File: src/rtl/inst_fetch_queue_if.sv
// Fetch queue bus: instruction-memory request/response, redirect, decode-side handshake.
// master = the queue, slave = its environment (imem, branch unit, decode).
interface inst_fetch_queue_if;
  logic        imem_req;
  logic [31:0] imem_addr;
  logic [31:0] imem_data;
  logic        redirect;
  logic [31:0] redirect_pc;
  logic        out_valid;
  logic        out_ready;
  logic [31:0] out_inst;
  logic [31:0] out_pc;
  logic [31:0] out_pc_plus4;
  logic [31:0] stall_cycles;

  modport master (
    output imem_req, imem_addr, out_valid, out_inst, out_pc, out_pc_plus4, stall_cycles,
    input  imem_data, redirect, redirect_pc, out_ready
  );

  modport slave (
    input  imem_req, imem_addr, out_valid, out_inst, out_pc, out_pc_plus4, stall_cycles,
    output imem_data, redirect, redirect_pc, out_ready
  );
endinterface

File: src/rtl/inst_fetch_queue.sv
// Instruction fetch queue: issues sequential imem requests and buffers {pc, word} for decode.
// Latency: request in cycle N -> out_valid in N+2; imem_data is registered, never bypassed.
// Backpressure: requests stop when queued + in-flight reaches DEPTH; IFQ_PERF_CNT_EN adds stall_cycles.
module inst_fetch_queue #(
  parameter int          DEPTH    = 4,
  parameter logic [31:0] RESET_PC = 32'h0
) (
  input  logic                 clock,
  input  logic                 reset,
  inst_fetch_queue_if.master   bus
);

  localparam int AW = $clog2(DEPTH);
  localparam int CW = AW + 1;

  if (DEPTH < 2 || DEPTH > 16 || (DEPTH & (DEPTH - 1)) != 0) begin : g_bad_depth
    $error("inst_fetch_queue: DEPTH must be a power of two in 2..16");
  end

  logic [31:0]   r_fetch_pc;
  logic          r_inflight;
  logic [31:0]   r_inflight_pc;
  logic [31:0]   r_inst [DEPTH];
  logic [31:0]   r_pc   [DEPTH];
  logic [AW-1:0] r_wr_ptr;
  logic [AW-1:0] r_rd_ptr;
  logic [CW-1:0] r_count;

  logic          w_empty;
  logic [CW-1:0] w_occupancy;
  logic          w_req;
  logic          w_push;
  logic          w_pop;
  logic [31:0]   w_head_pc;
  logic [31:0]   w_head_inst;

  // The in-flight slot is reserved up front, so a returning word always has room.
  assign w_empty     = (r_count == '0);
  assign w_occupancy = r_count + CW'(r_inflight);
  assign w_req       = reset && !bus.redirect && (w_occupancy < CW'(DEPTH));
  assign w_push      = reset && !bus.redirect && r_inflight;
  assign w_pop       = reset && !bus.redirect && !w_empty && bus.out_ready;

  always_ff @(posedge clock) begin
    if (!reset) begin
      r_fetch_pc    <= RESET_PC & ~32'h3;
      r_inflight    <= 1'b0;
      r_inflight_pc <= '0;
      r_wr_ptr      <= '0;
      r_rd_ptr      <= '0;
      r_count       <= '0;
    end else if (bus.redirect) begin
      r_fetch_pc    <= bus.redirect_pc & ~32'h3;
      r_inflight    <= 1'b0;
      r_wr_ptr      <= '0;
      r_rd_ptr      <= '0;
      r_count       <= '0;
    end else begin
      r_inflight <= w_req;
      if (w_req) begin
        r_inflight_pc <= r_fetch_pc;
        r_fetch_pc    <= r_fetch_pc + 32'd4;
      end
      if (w_push) begin
        r_wr_ptr <= r_wr_ptr + 1'b1;
      end
      if (w_pop) begin
        r_rd_ptr <= r_rd_ptr + 1'b1;
      end
      case ({w_push, w_pop})
        2'b10:   r_count <= r_count + 1'b1;
        2'b01:   r_count <= r_count - 1'b1;
        default: r_count <= r_count;
      endcase
    end
  end

  always_ff @(posedge clock) begin
    if (w_push) begin
      r_inst[r_wr_ptr] <= bus.imem_data;
      r_pc[r_wr_ptr]   <= r_inflight_pc;
    end
  end

  // Head fields read as zero when empty, which also yields the post-reset output values.
  assign w_head_pc   = w_empty ? 32'h0 : r_pc[r_rd_ptr];
  assign w_head_inst = w_empty ? 32'h0 : r_inst[r_rd_ptr];

  assign bus.imem_req     = w_req;
  assign bus.imem_addr    = r_fetch_pc;
  assign bus.out_valid    = !w_empty;
  assign bus.out_inst     = w_head_inst;
  assign bus.out_pc       = w_head_pc;
  assign bus.out_pc_plus4 = w_head_pc + 32'd4;

`ifdef IFQ_PERF_CNT_EN
  logic [31:0] r_stall_cycles;

  always_ff @(posedge clock) begin
    if (!reset) begin
      r_stall_cycles <= '0;
    end else if (bus.out_ready && w_empty && (r_stall_cycles != 32'hFFFF_FFFF)) begin
      r_stall_cycles <= r_stall_cycles + 32'd1;
    end
  end

  assign bus.stall_cycles = r_stall_cycles;
`else
  assign bus.stall_cycles = 32'h0;
`endif

endmodule
File: src/flat_wrapper.sv
// flat-port wrapper written by rule: the top's interface ports become plain ports
module inst_fetch_queue_flat 
#(
  parameter int          DEPTH    = 4,
  parameter logic [31:0] RESET_PC = 32'h0
)
  (clock, reset, bus_imem_req, bus_imem_addr, bus_out_valid, bus_out_inst, bus_out_pc, bus_out_pc_plus4, bus_stall_cycles, bus_imem_data, bus_redirect, bus_redirect_pc, bus_out_ready);
  inst_fetch_queue_if bus_i ();
  input  logic clock;
  input  logic reset;
  output wire logic [$bits(bus_i.imem_req)-1:0] bus_imem_req;
  output wire logic [$bits(bus_i.imem_addr)-1:0] bus_imem_addr;
  output wire logic [$bits(bus_i.out_valid)-1:0] bus_out_valid;
  output wire logic [$bits(bus_i.out_inst)-1:0] bus_out_inst;
  output wire logic [$bits(bus_i.out_pc)-1:0] bus_out_pc;
  output wire logic [$bits(bus_i.out_pc_plus4)-1:0] bus_out_pc_plus4;
  output wire logic [$bits(bus_i.stall_cycles)-1:0] bus_stall_cycles;
  input wire logic [$bits(bus_i.imem_data)-1:0] bus_imem_data;
  input wire logic [$bits(bus_i.redirect)-1:0] bus_redirect;
  input wire logic [$bits(bus_i.redirect_pc)-1:0] bus_redirect_pc;
  input wire logic [$bits(bus_i.out_ready)-1:0] bus_out_ready;
  assign bus_imem_req = bus_i.imem_req;
  assign bus_imem_addr = bus_i.imem_addr;
  assign bus_out_valid = bus_i.out_valid;
  assign bus_out_inst = bus_i.out_inst;
  assign bus_out_pc = bus_i.out_pc;
  assign bus_out_pc_plus4 = bus_i.out_pc_plus4;
  assign bus_stall_cycles = bus_i.stall_cycles;
  assign bus_i.imem_data = bus_imem_data;
  assign bus_i.redirect = bus_redirect;
  assign bus_i.redirect_pc = bus_redirect_pc;
  assign bus_i.out_ready = bus_out_ready;
  inst_fetch_queue #(.DEPTH(DEPTH), .RESET_PC(RESET_PC)) u_core (.clock(clock), .reset(reset), .bus(bus_i));
endmodule
File: config.mk
export PLATFORM = sky130hd
export DESIGN_NAME = inst_fetch_queue_flat
export DESIGN_NICKNAME = d
export VERILOG_FILES = /design/src/rtl/inst_fetch_queue_if.sv /design/src/rtl/inst_fetch_queue.sv /design/src/flat_wrapper.sv
export SDC_FILE = /design/constraint.sdc
export NUM_CORES = 1
export LEC_CHECK = 0
export ABC_AREA = 1
export CORE_ASPECT_RATIO = 1.4
export CORE_UTILIZATION = 54
export CTS_CLUSTER_SIZE = 14
export DETAILED_ROUTE_END_ITERATION = 8
export HOLD_SLACK_MARGIN = 0.08
export PLACE_DENSITY = 0.89
export SYNTH_ARGS = -nofsm -noshare
export SYNTH_HDL_FRONTEND = slang
export SYNTH_SLANG_ARGS = --single-unit
File: constraint.sdc
create_clock -name clock -period 5.15 [get_ports clock]
set_input_delay 1.03 -clock clock [delete_from_list [all_inputs] [get_ports clock]]
set_output_delay 1.03 -clock clock [all_outputs]
set_load 0.02 [all_outputs]
==> flow_summary.toml, run 1 <==
[placement]
gp_congestion = 0.927
dp_hpwl_um = 24900
dp_slack_ns = 0.768
port_buffers = 189
placedInstanceArea_mm2 = 0.0169

[sta]
skew_ns = 0.0151
setup_slack_ns = 0.299
worst_hold_slack_ns = 0.460
fin_crit_sh_pct = 94.2
worst_pin_slew_ns = 0.671
rsz0062_at_grt = "no"
fmax_mhz = 206
tns_ns = 0
setup_violations = 0
slew_headroom_pct = 55.2
min_period_ns = 4.85
slew_violations = 0
hold_viol = 0

[cts]
cts_tree = "done"
cts_max_level = 1
cts_setup_buffers = 0
clockRootBuffer = "clkbuf_16"
ctsResizeCount = 0
insertion_delay_ns = 0.56
cts.sinks = 318
ctsLongestPathBuffers = 3
cts-hold-fix-buffers = 0
cts_inserted_buffers = 28
clkTransAtPathRegs_ns = 0.06

[layout]
final_cell_area_mm2 = 0.0178
synthToLayoutAreaGrowth_pct = 19.3
antenna_cells = 0
final_nets = 1858
layout-drive-gt1-share_pct = 6.16
fillers = 2013
fin_util_pct = 65.8

[synthesis]
synthesis.area_mm2 = 0.0149
ys_async_sr_fraction_pct = 0
synth_seq_area_share_pct = 59.4
synth.most_common_cell = "nand2_1"
ys_types = 34
synth-edff-count = 248
yosysTopAreaCellShare_pct = 50.0
synth.avg_cell_area_um2 = 9.23
yosysTopAreaCell = "edfxtp_1"
synth_top_flop_cell = "edfxtp_1"
ys_ff_latch = 318
ys_top_cells_by_count = "nand2_1, edfxtp_1, nor2_1"
yosys_warnings = 0
synth_area_leaders = "edfxtp_1, nand2_1, dfxtp_1"
syn_inst = 1615

[drt]
vias = 11700
wire_per_inst_um = 17.3
drcViolationCount = 0
antenna_left = 0
firstDrtPassIters = 5
totalWireLength_um = 37400
routed_via_density = 5.40
first_iter_violations = 792

[pwr]
power_leakage_nw = 6.60
power_density_mw_per_mm2 = 292
ir_worst_vdd_uv = 209

[setup_path]
startpoint_type = "register"
path_class = "register to output pin"
critPathArrivalTime_ns = 3.82
endpoint_kind = "output pin"
crit_path_max_fanout = 126
required_ns = 4.12

[run_status]
status = "finished clean"

[die]
initial_core_util_pct = 55.2
coreArea_mm2 = 0.0270
die_area_mm2 = 0.0283
ios = 230
die_w_um = 142
die_h_um = 199
rows = 71

[global_route]
grt_pass1_wl_um = 56700
grt_max_degree = 127
grt-ovfl-total = 0
antenna_found_initial = 0
grt_pass1_vias = 11100
track_usage_pct = 25.8

[flow_run]
drv_cap = 0

[min_path]
hold_class = "register to register"
## per-layer routing
layer	share of wire (%)	vias to the layer above	track usage [%]
met2	51	564	46.7
met5	0	-	0
li1	-	5588	-
met3	8.6	81	4.57
met4	2.9	0	10.2
met1	38	5484	30.2
## through the flow
stage / std cells / power [mW]
2_1_floorplan: 1652 / 3.06
3_3_place_gp: 2117 / 3.18
3_5_place_dp: 2117 / 3.18
4_1_cts: 2168 / 5.19
5_1_grt: 2168 / 5.32
6_report: 2168 / 5.18
## state kept, by name (all words and copies together) (netlist names), named ones only
signal	flops
u_core.r_inst	128
u_core.r_inflight	1
u_core.r_inflight_pc	30
u_core.r_rd_ptr	2
u_core.r_count	3
u_core.r_pc	120
u_core.bus.imem_addr	30
u_core.r_wr_ptr	2
## placed cells by master (no fill, tap or decap), drive strengths merged
cell type	instances
a22oi	2
inv	125
clkdlybuf4s50	189
bufinv	2
a211oi	2
nor3	7
clkinvlp	1
buf	20
edfxtp	248
nand4	19
xor2	27
conb	38
xnor2	3
o211ai	5
nor2	258
ha	7
clkbuf	45
clkinv	4
fa	1
and2	2
dfxtp	70
o21ai	93
nand2	424
a31oi	7
a21oi	86
nand3	118
## report_power, final
group          switching (mW)  internal (mW)  total (mW)  leakage, nW
sequential             0.0447           2.79        2.83         2.92
combinational           0.179          0.122       0.300         3.25
clock                   0.881           1.17        2.05        0.427
total                    1.10           4.08        5.18         6.60
## critical path, cell delays in order (launching register included)
cell and delay (ns):
dfxtp_4 0.37, inv_8 0.42, nand2_1 0.11, nand3_1 0.10, and2_1 0.16, inv_1 0.04
nor2_1 0.13, ha_1 0.30, nand2_2 0.11, nor2_4 0.21, nand2_2 0.13, nor2_4 0.15
nand2_1 0.09, xor2_1 0.17, clkdlybuf4s50_1 0.65
## cells by family (layout without fill, tap and decap cells)
| group | after synthesis | in the layout | share of synthesized area, % |
|---|---|---|---|
| other | 1 | 38 | 0.0252 |
| flip-flops | 318 | 318 | 59.4 |
| AO/OA/AOI/OAI | 195 | 195 | 6.76 |
| AND/OR/NAND/NOR | 828 | 828 | 23.5 |
| buffers and inverters | 235 | 386 | 7.88 |
| XOR/XNOR | 30 | 30 | 1.76 |
| adder cells (fa/ha/maj) | 8 | 8 | 0.722 |
## worst paths after layout
kind / from / end / slack, ns / depth (start not counted)
worst max-delay path: register / bus_out_pc_plus4[16] / 0.30 / 14
worst min-delay path: u_core.r_rd_ptr[1] / register / 0.46 / 2
worst max register to register: u_core.r_inflight / u_core.bus.imem_addr[9] / 2.52 / 10
worst min register to register: u_core.r_rd_ptr[1] / register / 0.46 / 2
## layout make-up
| cell class | instances | area (µm²) | share of cell area, % |
|---|---|---|---|
| Inverter | 126 | 483 | 2.72 |
| Tap cell | 365 | 457 | 2.57 |
| Clock buffer | 45 | 806 | 4.53 |
| Multi-Input combinational cell | 1099 | 5050 | 28.4 |
| Timing Repair Buffer | 209 | 2050 | 11.5 |
| Clock inverter | 6 | 91.3 | 0.514 |
| Sequential cell | 318 | 8850 | 49.8 |
Note: power is estimated with default switching activity, not from simulation.
==> inputs of run 2 (changes only) <==
Settings changed: CORE_MARGIN from default to 5, CORE_UTILIZATION 54 to 50, PLACE_DENSITY 0.89 to 0.84.
==> run 2 against run 1 <==
Compared with the run above:
- via count is 0.63% higher
- routed wire length is 1.5% higher
- clock skew is 0.0078 ns lower
- critical path depth stayed put
- sequential share of layout area is 0.19 points lower
- global-route usage is 3.9 points lower
- hold slack better by 0.037 ns
- register-to-register slack better by 0.18 ns
- clock power is 2% higher
- sequential cell count stayed put
- largest power group unchanged
==> flow_summary.toml, run 2 (same netlist as run 1, synthesis figures left out) <==
[sta]
min_period_ns = 4.76
skew_ns = 0.00733
slew_headroom_pct = 47.2
hold_viol = 0
slew_violations = 0
worst_pin_slew_ns = 0.792
tns_ns = 0
rsz0062_at_grt = "no"
fin_crit_sh_pct = 92.3
setup_violations = 0
fmax_mhz = 210

[flow_run]
drv_cap = 0

[die]
die_h_um = 214
rows = 74
ios = 230
die_area_mm2 = 0.0334
coreArea_mm2 = 0.0294
initial_core_util_pct = 50.8
die_w_um = 156

[cts]
cts-hold-fix-buffers = 0
clkTransAtPathRegs_ns = 0.06
clockRootBuffer = "clkbuf_16"
cts_inserted_buffers = 29
cts_max_level = 1
cts_tree = "done"
cts_setup_buffers = 0
ctsLongestPathBuffers = 3
cts.sinks = 318
insertion_delay_ns = 0.55

[drt]
antenna_left = 0
wire_per_inst_um = 17.4
drcViolationCount = 0
totalWireLength_um = 38000
routed_via_density = 5.40
vias = 11800
firstDrtPassIters = 5
first_iter_violations = 894

[pwr]
sequentialPowerShare_pct = 54.1
switchingPower_mw = 1.11
ir_worst_vdd_uv = 251
power_leakage_nw = 6.63
internal_power_mw = 4.13
pwr-share-clk_pct = 40.1
power_density_mw_per_mm2 = 293
p_comb_share_pct = 5.8
switching_share_pct = 21.1

[setup_path]
rr_endpoint = "u_core.bus.imem_addr[10]"
reg2reg_depth = 10
crit_path_max_fanout = 59
startpoint_type = "register"
path_class = "register to output pin"
endpoint_kind = "output pin"
critPathArrivalTime_ns = 3.73
regToRegSetupSlack_ns = 2.70
required_ns = 4.12
r2r-start = "u_core.r_inflight"

[layout]
antenna_cells = 0
fillers = 2353
final_nets = 1858
fin_cells = 2184
final_cell_mix = "nand2_1, edfxtp_1, nor2_1, clkdlybuf4s50_1, inv_1"
final_common_cell = "nand2_1"
synthToLayoutAreaGrowth_pct = 19.8
largestRegisters = "u_core.r_inst (128), u_core.r_pc (120)"
layout-drive-gt1-share_pct = 6.60
top_register = "u_core.r_inst"
largest_reg_flops = 128

[global_route]
grt-ovfl-total = 0
grt_pass1_wl_um = 59600
antenna_found_initial = 0
track_usage_pct = 22.0
grt_max_degree = 69
grt_pass1_vias = 11500

[min_path]
hold_class = "register to register"
min_from = "u_core.r_inflight_pc[14]"
whs_path_depth = 0
whs_endpoint = "u_core.r_pc[3][14]"

[run_status]
status = "finished clean"

[placement]
dp_hpwl_um = 25900
dp_cells = 2131
port_buffers = 189
gp_congestion = 0.976
[run 2: cell count changes in the layout (fill, tap and decap cells not counted), moves of 2 or more]
cell / delta
clkbuf_1: -6
buf_4: -2
clkbuf_2: +2
clkinv_2: +2
clkbuf_8: +4
[run 2: worst max-delay path by stage]
stage,to,cells after the start
after floorplan,u_core.r_inst[0][0],4
after global placement,bus_out_pc_plus4[17],13
after detailed placement,bus_out_pc_plus4[17],13
after CTS,bus_out_pc_plus4[17],13
after global routing,bus_out_pc_plus4[17],13
final,bus_out_pc_plus4[16],14
[run 2: cell type report]
class                           count  area (µm²)  area share [%]
Sequential cell                   318        8850            49.6
Multi-Input combinational cell   1099        5050            28.3
Timing Repair Buffer              208        2050            11.5
Clock buffer                       47         881            4.93
Inverter                          126         483            2.71
Tap cell                          380         475            2.66
Clock inverter                      6        61.3           0.343
[run 2: stage by stage]
step | setup WS (ns) | area [µm²] | hold slack (ns) | power [mW] | util [%]
floorplan | 0.601 | 15000 | 0.436 | 3.06 | -
global route | 0.129 | 17900 | 0.512 | 5.40 | 60.8
finish | 0.394 | 17900 | 0.497 | 5.24 | 60.8
CTS | 0.251 | 17800 | 0.492 | 5.27 | 60.8
global placement | 0.920 | 16900 | 0.468 | 3.18 | 57.6
detailed placement | 0.847 | 16900 | 0.479 | 3.19 | 57.6
[run 2: worst max-delay path, stage by stage (launching register included)]
cell	delay [ns]
dfxtp_4	0.47
inv_8	0.31
nand2_1	0.09
nand3_1	0.07
and2_1	0.21
inv_1	0.06
nor2_1	0.12
ha_1	0.30
nand2_2	0.10
nor2_4	0.21
nand2_2	0.13
nor2_4	0.15
nand2_1	0.08
xor2_1	0.18
clkdlybuf4s50_1	0.66
[run 2: timing repair]
action,4_1_cts,5_1_grt
hold endpoints to repair,0,0
setup endpoints to repair,0,1
resized for setup,0,1
[run 2: power groups by stage]
| stage | clock, mW | combinational, mW | sequential (mW) |
|---|---|---|---|
| 2_1_floorplan | 0 | 0.166 | 2.89 |
| 3_3_place_gp | 0 | 0.293 | 2.88 |
| 3_5_place_dp | 0 | 0.301 | 2.89 |
| 4_1_cts | 2.13 | 0.303 | 2.83 |
| 5_1_grt | 2.23 | 0.329 | 2.84 |
| 6_report | 2.10 | 0.304 | 2.83 |
[run 2: routing by layer]
| layer | GRT usage, % | wire, µm |
|---|---|---|
| met4 | 8.29 | 1380 |
| met5 | 0 | 0 |
| met3 | 2.77 | 3070 |
| met2 | 38.4 | 19100 |
| met1 | 27.7 | 14500 |
==> inputs of run 3 (changes only) <==
Settings changed: CTS_CLUSTER_DIAMETER from default to 200.
==> run 3 against run 2 <==
Compared with the run above:
- count of clock-buffer cells in the layout is the same
- largest power group unchanged
- first-iteration DRC count grew 9.7%
- worst setup slack lost 0.010 ns
- highest routed layer unchanged
- fmax shrank 0.22%
- clock power shrank 11%
- clock skew grew 0.0067 ns
- final area shrank 0.90%
- cell count shrank 0.23%
==> flow_summary.toml, run 3 (same netlist as run 1, synthesis figures left out) <==
[cts]
cts.sinks = 318
cts_setup_buffers = 0
cts_max_level = 1
cts_inserted_buffers = 26
clockRootBuffer = "clkbuf_16"
cts-hold-fix-buffers = 0
clkTransAtPathRegs_ns = 0.07
cts_tree = "done"
insertion_delay_ns = 0.54
ctsLongestPathBuffers = 3

[pwr]
power_density_mw_per_mm2 = 282
power_leakage_nw = 6.54
power.total_mw = 4.99
ir_worst_vdd_uv = 191

[sta]
hold_viol = 0
fin_crit_sh_pct = 92.6
worst_pin_slew_ns = 0.811
slew_violations = 0
rsz0062_at_grt = "no"
setup_violations = 0
tns_ns = 0
fmax_mhz = 210
slew_headroom_pct = 45.9
skew_ns = 0.0140
min_period_ns = 4.77

[setup_path]
crit_chain = "inv_8, nand2_1, nand3_1, and2_1, inv_1, nor2_1, ha_1, nand2_2, nor2_4, nand2_2, nor2_4, nand2_1, xor2_1, clkdlybuf4s50_1"
critPathArrivalTime_ns = 3.74
crit_path_top_delay_cell = "clkdlybuf4s50_1"
path_class = "register to output pin"
regToRegSetupSlack_ns = 2.69
max_stage_delay_ns = 0.67
required_ns = 4.12
endpoint_kind = "output pin"
crit_path_max_fanout = 59
startpoint_type = "register"
crit_buf_inv = 3
worst-path-stages = 14
reg2reg_depth = 10
crit_family = "simple AND/OR/NAND/NOR gates"

[die]
die_w_um = 156
initial_core_util_pct = 50.8
rows = 74
die_h_um = 214
coreArea_mm2 = 0.0294
die_area_mm2 = 0.0334
ios = 230

[drt]
drcViolationCount = 0
firstDrtPassIters = 5
first_iter_violations = 981
vias = 11700
wire_per_inst_um = 17.4
routed_via_density = 5.38
totalWireLength_um = 37900
antenna_left = 0

[global_route]
grt_max_degree = 69
grt_pass1_vias = 11500
grt-ovfl-total = 0
use_met1_pct = 27.5
met2_usage_pct = 38.2
track_usage_pct = 21.9
use_met3_pct = 2.58
busiest_layer = "met2"
grt_pass1_wl_um = 59200
antenna_found_initial = 0

[layout]
fin_cells = 2179
layout-drive-gt1-share_pct = 5.73
largestRegisters = "u_core.r_inst (128), u_core.r_pc (120)"
fillers = 2395
largest_reg_flops = 128
fin_util_pct = 60.3
final_nets = 1855
final_cell_mix = "nand2_1, edfxtp_1, nor2_1, clkdlybuf4s50_1, inv_1"
top_register = "u_core.r_inst"
antenna_cells = 0
final_common_cell = "nand2_1"
synthToLayoutAreaGrowth_pct = 18.7

[placement]
dp_hpwl_um = 25900
dp_cells = 2131
gp_congestion = 0.976
port_buffers = 189

[min_path]
hold_class = "register to register"
whs_path_depth = 0

[run_status]
status = "finished clean"

[flow_run]
drv_cap = 0
[run 3: repair_timing]
action | 4_1_cts | 5_1_grt
endpoints found under the hold margin | 0 | 0
setup endpoints to repair | 0 | 1
gates resized for setup | 0 | 1
[run 3: worst paths after layout]
check	startpoint	to
setup reg to reg	u_core.r_inflight	u_core.bus.imem_addr[10]
hold / removal	u_core.r_inflight_pc[6]	u_core.r_pc[3][6]
hold reg to reg	u_core.r_inflight_pc[6]	u_core.r_pc[3][6]
setup / recovery	register	bus_out_pc_plus4[16]
[run 3: final cells by class]
cell class	instances	area [µm²]	share of cell area, %
Clock buffer	47	751	4.24
Clock inverter	1	30.0	0.170
Inverter	126	483	2.73
Multi-Input combinational cell	1099	5050	28.5
Sequential cell	318	8850	50.0
Tap cell	380	475	2.69
Timing Repair Buffer	208	2050	11.6
[run 3: metal layers]
layer / vias to the layer above / part of all wire, %
met5: - / 0
met1: 5543 / 39
met3: 82 / 7.5
met4: 0 / 3.6
met2: 523 / 50
li1: 5577 / -
[run 3: power by group]
group	internal (mW)	switching [mW]	leakage, nW
clock network	1.03	0.829	0.370
registers	2.79	0.0438	2.92
logic	0.122	0.181	3.25
total	3.94	1.05	6.54
[run 3: worst register-to-register path, cell delays in order, from the launching register on]
cell	delay [ns]
dfxtp_1	0.41
nand3_1	0.12
xor2_1	0.17
nand2_1	0.09
buf_4	0.33
nand2_1	0.41
inv_1	0.56
nand2_1	0.10
o211ai_1	0.12
nand2_1	0.07
inv_1	0.05
[run 3: through the flow]
step	setup WS, ns	cell area [µm²]	hold WS [ns]
2_1_floorplan	0.601	15000	0.436
3_3_place_gp	0.920	16900	0.468
3_5_place_dp	0.847	16900	0.479
4_1_cts	0.258	17700	0.496
5_1_grt	0.132	17700	0.515
6_report	0.384	17700	0.495
